**src/rtl/uart_pkt_pkg.sv**
```systemverilog
// uart_pkt_pkg: shared FSM encoding, error codes and default sync byte for the UART packet parser
package uart_pkt_pkg;
  typedef enum logic [2:0] {S_IDLE, S_OP, S_LEN, S_PAYLOAD, S_CSUM} state_t;
  localparam logic [7:0] SYNC_BYTE_DEFAULT = 8'hA5;
  localparam logic [1:0] ERR_LEN  = 2'd1;
  localparam logic [1:0] ERR_CSUM = 2'd2;
  localparam logic [1:0] ERR_TMO  = 2'd3;
endpackage

```
**src/rtl/uart_pkt_parser_timeout.sv**
```systemverilog
// byte_timeout: inter-byte timeout counter for the packet parser
// clk50/rst_n: clock and async active-low reset; clr: restart on a received byte;
// en: count only while a packet is open; expire: count reached TIMEOUT_CYC-1
module byte_timeout #(
  parameter int TIMEOUT_CYC = 50000
) (
  input  logic clk50,
  input  logic rst_n,
  input  logic clr,
  input  logic en,
  output logic expire
);
  localparam int W = $clog2(TIMEOUT_CYC + 1);
  logic [W-1:0] cnt;
  assign expire = en && cnt == W'(TIMEOUT_CYC - 1);
  always_ff @(posedge clk50 or negedge rst_n)
    if (!rst_n) cnt <= '0;
    else cnt <= (clr || !en) ? '0 : (expire ? cnt : cnt + 1'b1);
endmodule

```
**src/rtl/uart_pkt_parser.sv**
```systemverilog
// uart_pkt_parser: frames SYNC,OP,LEN,payload,CSUM packets from a UART byte stream
// clk50/rst_n: clock and async active-low reset; rx_byte/rx_valid: received byte and strobe
// pkt_valid/pkt_op/pkt_len/pkt_payload: good-packet pulse and held packet fields
// err_valid/err_code/err_cnt: error pulse, held error code, saturating error count
module uart_pkt_parser
  import uart_pkt_pkg::*;
#(
  parameter logic [7:0] SYNC_BYTE   = SYNC_BYTE_DEFAULT,
  parameter int         MAX_LEN     = 8,
  parameter int         TIMEOUT_CYC = 50000
) (
  input  logic        clk50,
  input  logic        rst_n,
  input  logic [7:0]  rx_byte,
  input  logic        rx_valid,
  output logic        pkt_valid,
  output logic [7:0]  pkt_op,
  output logic [3:0]  pkt_len,
  output logic [63:0] pkt_payload,
  output logic        err_valid,
  output logic [1:0]  err_code,
  output logic [7:0]  err_cnt
);
  state_t state, nxt;
  logic [7:0] op_r, csum;
  logic [3:0] len_r, idx;
  logic [63:0] pay_r;
  logic good, err, tmo;
  logic [1:0] code;
  byte_timeout #(.TIMEOUT_CYC(TIMEOUT_CYC)) u_tmo (
    .clk50 (clk50),
    .rst_n (rst_n),
    .clr   (rx_valid),
    .en    (state != S_IDLE),
    .expire(tmo)
  );
  always_ff @(posedge clk50 or negedge rst_n)
    if (!rst_n) state <= S_IDLE;
    else state <= nxt;
  // a byte arriving on the expiry cycle takes precedence over the timeout
  always_comb begin
    nxt = state;
    good = 1'b0;
    err = 1'b0;
    code = ERR_LEN;
    if (rx_valid)
      case (state)
        S_IDLE: nxt = rx_byte == SYNC_BYTE ? S_OP : S_IDLE;
        S_OP: nxt = S_LEN;
        S_LEN: begin
          err = rx_byte > 8'(MAX_LEN);
          nxt = err ? S_IDLE : (rx_byte == 8'd0 ? S_CSUM : S_PAYLOAD);
        end
        S_PAYLOAD: nxt = idx == len_r - 4'd1 ? S_CSUM : S_PAYLOAD;
        S_CSUM: begin
          good = rx_byte == csum;
          err = !good;
          code = ERR_CSUM;
          nxt = S_IDLE;
        end
        default: nxt = S_IDLE;
      endcase
    else if (tmo) begin
      err = 1'b1;
      code = ERR_TMO;
      nxt = S_IDLE;
    end
  end
  // OP reseeds the running XOR, so folding in bytes seen in IDLE/CSUM is harmless
  always_ff @(posedge clk50 or negedge rst_n)
    if (!rst_n) begin
      op_r <= '0;
      csum <= '0;
      len_r <= '0;
      idx <= '0;
      pay_r <= '0;
      pkt_valid <= 1'b0;
      pkt_op <= '0;
      pkt_len <= '0;
      pkt_payload <= '0;
      err_valid <= 1'b0;
      err_code <= '0;
      err_cnt <= '0;
    end else begin
      pkt_valid <= good;
      err_valid <= err;
      if (err) begin
        err_code <= code;
        err_cnt <= err_cnt + {7'd0, err_cnt != 8'hFF};
      end
      if (good) begin
        pkt_op <= op_r;
        pkt_len <= len_r;
        pkt_payload <= pay_r;
      end
      if (rx_valid) begin
        csum <= state == S_OP ? rx_byte : csum ^ rx_byte;
        if (state == S_OP) op_r <= rx_byte;
        if (state == S_LEN) begin
          len_r <= rx_byte[3:0];
          idx <= '0;
          pay_r <= '0;
        end
        if (state == S_PAYLOAD) begin
          pay_r[{idx[2:0], 3'b000} +: 8] <= rx_byte;
          idx <= idx + 4'd1;
        end
      end
    end
endmodule

```
**config.mk**
```make
export PLATFORM = sky130hd
export DESIGN_NAME = uart_pkt_parser
export DESIGN_NICKNAME = d
export VERILOG_FILES = /design/src/rtl/uart_pkt_pkg.sv /design/src/rtl/uart_pkt_parser_timeout.sv /design/src/rtl/uart_pkt_parser.sv
export SDC_FILE = /design/constraint.sdc
export NUM_CORES = 1
export LEC_CHECK = 0
export ABC_AREA = 1
export CORE_ASPECT_RATIO = 0.6
export CORE_MARGIN = 8
export CORE_UTILIZATION = 60
export CTS_BUF_LIST = sky130_fd_sc_hd__clkbuf_16
export DETAILED_ROUTE_END_ITERATION = 7
export PLACE_DENSITY = 0.85
export RECOVER_POWER = 50
export SKIP_CTS_REPAIR_TIMING = 1
export SYNTH_ARGS = -nofsm -noshare
export SYNTH_HDL_FRONTEND = slang
export SYNTH_HIERARCHICAL = 1
export SYNTH_SLANG_ARGS = --single-unit
```
**constraint.sdc**
```tcl
create_clock -name clk50 -period 3.9 [get_ports clk50]
set_input_delay 1.17 -clock clk50 [delete_from_list [all_inputs] [get_ports clk50]]
set_output_delay 1.17 -clock clk50 [all_outputs]
set_load 0.01 [all_outputs]
```
==> results.md <==
Critical path:
- The highest net fanout along the worst path is 25.
- The type of origin of the critical path is an input pin.
- Data on the critical path arrives at its endpoint at 3.54 ns.
- The classification of the worst setup path is input pin to flip-flop.
- The endpoint kind of the worst setup timing path is a flip-flop.
- The endpoint required time on the critical path is 4.22 ns.

STA:
- The final critical path takes up 82.7% of the cycle.
- Setup repair after global routing left no endpoint under its margin.
- The number of hold-slack violations in the final timing report came to 0.
- The tightest hold margin is 0.462 ns.
- Summed over all failing endpoints, the final setup total negative slack is 0 ns.
- The total count of max-transition violations in the final report came to 96.
- The maximum achievable frequency is 0.310 GHz.
- The smallest setup slack after layout is 0.673 ns.
- The time the final worst path needs with I/O delays and setup is 3.23 ns.
- Measured against its own limit, the worst slew margin works out to -60.1%.
- The number of failing setup endpoints in the final timing report is 0.
- The transition time of the tightest slew-check pin is 2.40 ns.
- The worst clock skew on the final layout is 0.0150 ns.

Floorplan:
- The region available for standard cell placement spans 13600 um^2.
- The initial core utilization is 61.5%.
- The overall die area is 18100 um^2.
- The initialized floorplan defines 33 standard-cell rows.
- Measured along the x axis, the die boundary spans 169 um.
- The I/O pin count is 99.
- The floorplan step set the die height to 108 um.

Clock tree:
- The clock tree from TritonCTS is built.
- The clock transition time at the flip-flop clock pins of the worst setup and hold paths is 0.08 ns.
- The maximum clock insertion buffer count is 2.
- The total CTS buffers is 17.
- The H-tree was split into 4 levels.
- The root buffer selected by CTS is sky130_fd_sc_hd__clkbuf_16.
- The later-pin clock latency in the skew report is 0.43 ns.
- For this design, the sink count on the clock tree is 195.

Power and ir drop:
- The peak ir drop on the vdd network is 0.349 mV.
- The total design power is 5.11 mW.
- For this design the static power due to leakage is 4.88 nW.
- The power per cell area is 504 nW/um^2.

Cells and area:
- Cells fill 74.4% of the core in the end.
- The count of non-filler cells in the finished layout is 1209.
- 0 antenna diodes ended up in the layout.
- Leaving out fill and tap cells, the most frequent cell in the layout is sky130_fd_sc_hd__nand2_1.
- In the layout the commonest cells are sky130_fd_sc_hd__nand2_1, sky130_fd_sc_hd__dfrtp_1, sky130_fd_sc_hd__inv_1.
- The sequential cell area in the final layout is 4880 um^2.
- The share of layout cells above drive strength 1 is 6.00%.
- The number of fillers in the final layout is 956.
- The finished cells cover 10100 um^2.
- The net total in the final layout is 1039.
- Relative to the synthesized area, the layout overhead comes to 21.0%.
- Summing all multi-input logic gate instances after layout gives 2870 um^2.

Run status:
- The run finished, with violations left.
- The checks that failed: capacitance limit, slew limit.

Synth:
- The unique cell type count in the Yosys netlist is 38.
- The number of warnings printed during yosys synthesis is 6.
- In this run, synthesis produced a sequential element count of 195.
- The mean post-synth cell area is 9.08 um^2.
- Counting flops with an async set or reset pin after synthesis yields a share of 100%.
- By area the synthesized netlist is led by sky130_fd_sc_hd__dfrtp_1, sky130_fd_sc_hd__nand2_1, sky130_fd_sc_hd__o21ai_0.
- The most used flip-flop cell after synthesis is sky130_fd_sc_hd__dfrtp_1.
- The fraction of synthesized cell area taken by the top area cell type is 58.3%.
- The post-synth design cell area is 8380 um^2.
- The cell taking the most area after synthesis is sky130_fd_sc_hd__dfrtp_1.
- The number of nets handed over by synthesis was 940.
- The number of flops mapped to enable cells by yosys is 0.
- The post-synthesis instance total is 922.
- The post-synthesis sequential area ratio is 58.3%.

Drt:
- For this block, the via count after detailed routing is 6989.
- The detailed router put a total of 10000 um of wire on met1.
- The routed design uses 2450 um of met3 wire.
- Using the TritonRoute via totals, the vias-per-cell ratio works out to 5.78.
- The post-route DRC violation count is 0.
- In this run, the number of DRC markers left after iteration 0 of detailed routing was 778.
- The count of nets left with antenna violations once routing finished came out at 0.
- The pre-antenna-repair detailed-routing pass consisted of 8 iterations.
- The routed design uses 9110 um of met2 wire.
- After detailed routing, the average wire length per cell comes to 18.2 um.
- The topmost layer with routed signal wires is met5.
- Wires add up to 22000 um.

Global route:
- The number of antenna violations at the first check in global routing is 1.
- The wire length of the first global-routing pass is 35700 um.
- Entering global routing, the biggest net connects 98 pins.
- Global routing used 25.0% of the available tracks across all layers.
- The via count of the first global-routing pass is 6691.
- The total overflow left after global routing is 0.

Min path:
- The type of the worst min-delay path is flip-flop to flip-flop.

Placement:
- The final weighted congestion of routability-driven global placement is 0.918.
- The detailed placer's ending HPWL is 15200 um.
- Before CTS, the worst setup slack after placement is 0.591 ns.
- Port buffering added 98 buffers.
- The total instance count after detailed placement is 1177.
- The cell area reported after detailed placement is 9560 um^2.

Run:
- Max-cap violations in this run came to 1.
[sequential cells by signal, summed over array words and instances (netlist names)]
signal / cells
pay_r: 64
pkt_payload: 64
u_tmo/cnt: 16
csum: 8
err_cnt: 8
op_r: 8
pkt_op: 8
idx: 4
len_r: 4
pkt_len: 4
state: 3
err_code: 2
err_valid: 1
pkt_valid: 1
[final timing paths]
path | depth (start not counted) | from | slack (ns) | end
worst max-delay path | 9 | rx_valid | 0.67 | err_code[1]
worst min-delay path | 2 | pay_r[59] | 0.46 | pkt_payload[59]
worst max register to register | 7 | idx[0] | 0.94 | pay_r[18]
worst min register to register | 2 | pay_r[59] | 0.46 | pkt_payload[59]
max in group asynchronous | 1 | rst_n | 1.03 | pkt_payload[54]
min in group asynchronous | 1 | rst_n | 1.47 | pkt_op[2]
[power by group]
part           internal (mW)  switching, mW
logic                  0.307          0.554
registers               2.29          0.126
clock network          0.980          0.851
[metal layers]
metal,global-route usage [%],up-vias
li1,-,3199
met4,6.59,2
met5,0,-
met1,36.9,3366
met2,35.5,378
met3,7.10,44
[cell usage after synthesis (8+ instances only)]
master                     count
sky130_fd_sc_hd__nand2_1     230
sky130_fd_sc_hd__dfrtp_1     195
sky130_fd_sc_hd__inv_1       118
sky130_fd_sc_hd__o21ai_0      93
sky130_fd_sc_hd__nor2_1       54
sky130_fd_sc_hd__o22ai_1      51
sky130_fd_sc_hd__nand3_1      39
sky130_fd_sc_hd__a21oi_1      16
sky130_fd_sc_hd__xor2_1       16
sky130_fd_sc_hd__buf_2        14
sky130_fd_sc_hd__nand4_1      12
sky130_fd_sc_hd__xnor2_1      11
sky130_fd_sc_hd__clkbuf_1      8
[cell families (layout without fill, tap and decap cells)]
family / after synthesis / count (layout) / synth area share [%]
DFF: 195 / 195 / 58.3
xor gates and xnor gates: 27 / 27 / 2.82
buffers and inverters: 151 / 263 / 7.28
adders and majority gates: 7 / 7 / 1.05
and+or+nand+nor: 364 / 364 / 18.7
AOI/OAI and AO/OA: 178 / 178 / 11.9
[critical path, cell delays in order]
cell                            delay (ns)
sky130_fd_sc_hd__dlygate4sd3_1        0.59
sky130_fd_sc_hd__nand3_1              0.33
sky130_fd_sc_hd__nor2_8               0.08
sky130_fd_sc_hd__inv_1                0.63
sky130_fd_sc_hd__a21oi_4              0.08
sky130_fd_sc_hd__nor2_4               0.25
sky130_fd_sc_hd__nand2_2              0.21
sky130_fd_sc_hd__nor2_1               0.14
sky130_fd_sc_hd__nor2_1               0.06
[cell type report]
cell class,count,area share (%)
clock buffer,17,4.20
clock inverter,15,1.88
inverter,121,4.48
multi-input combinational,576,28.3
sequential,195,48.1
tap,175,2.16
timing repair buffer,110,10.9
Power figures use the tool's default switching activity.
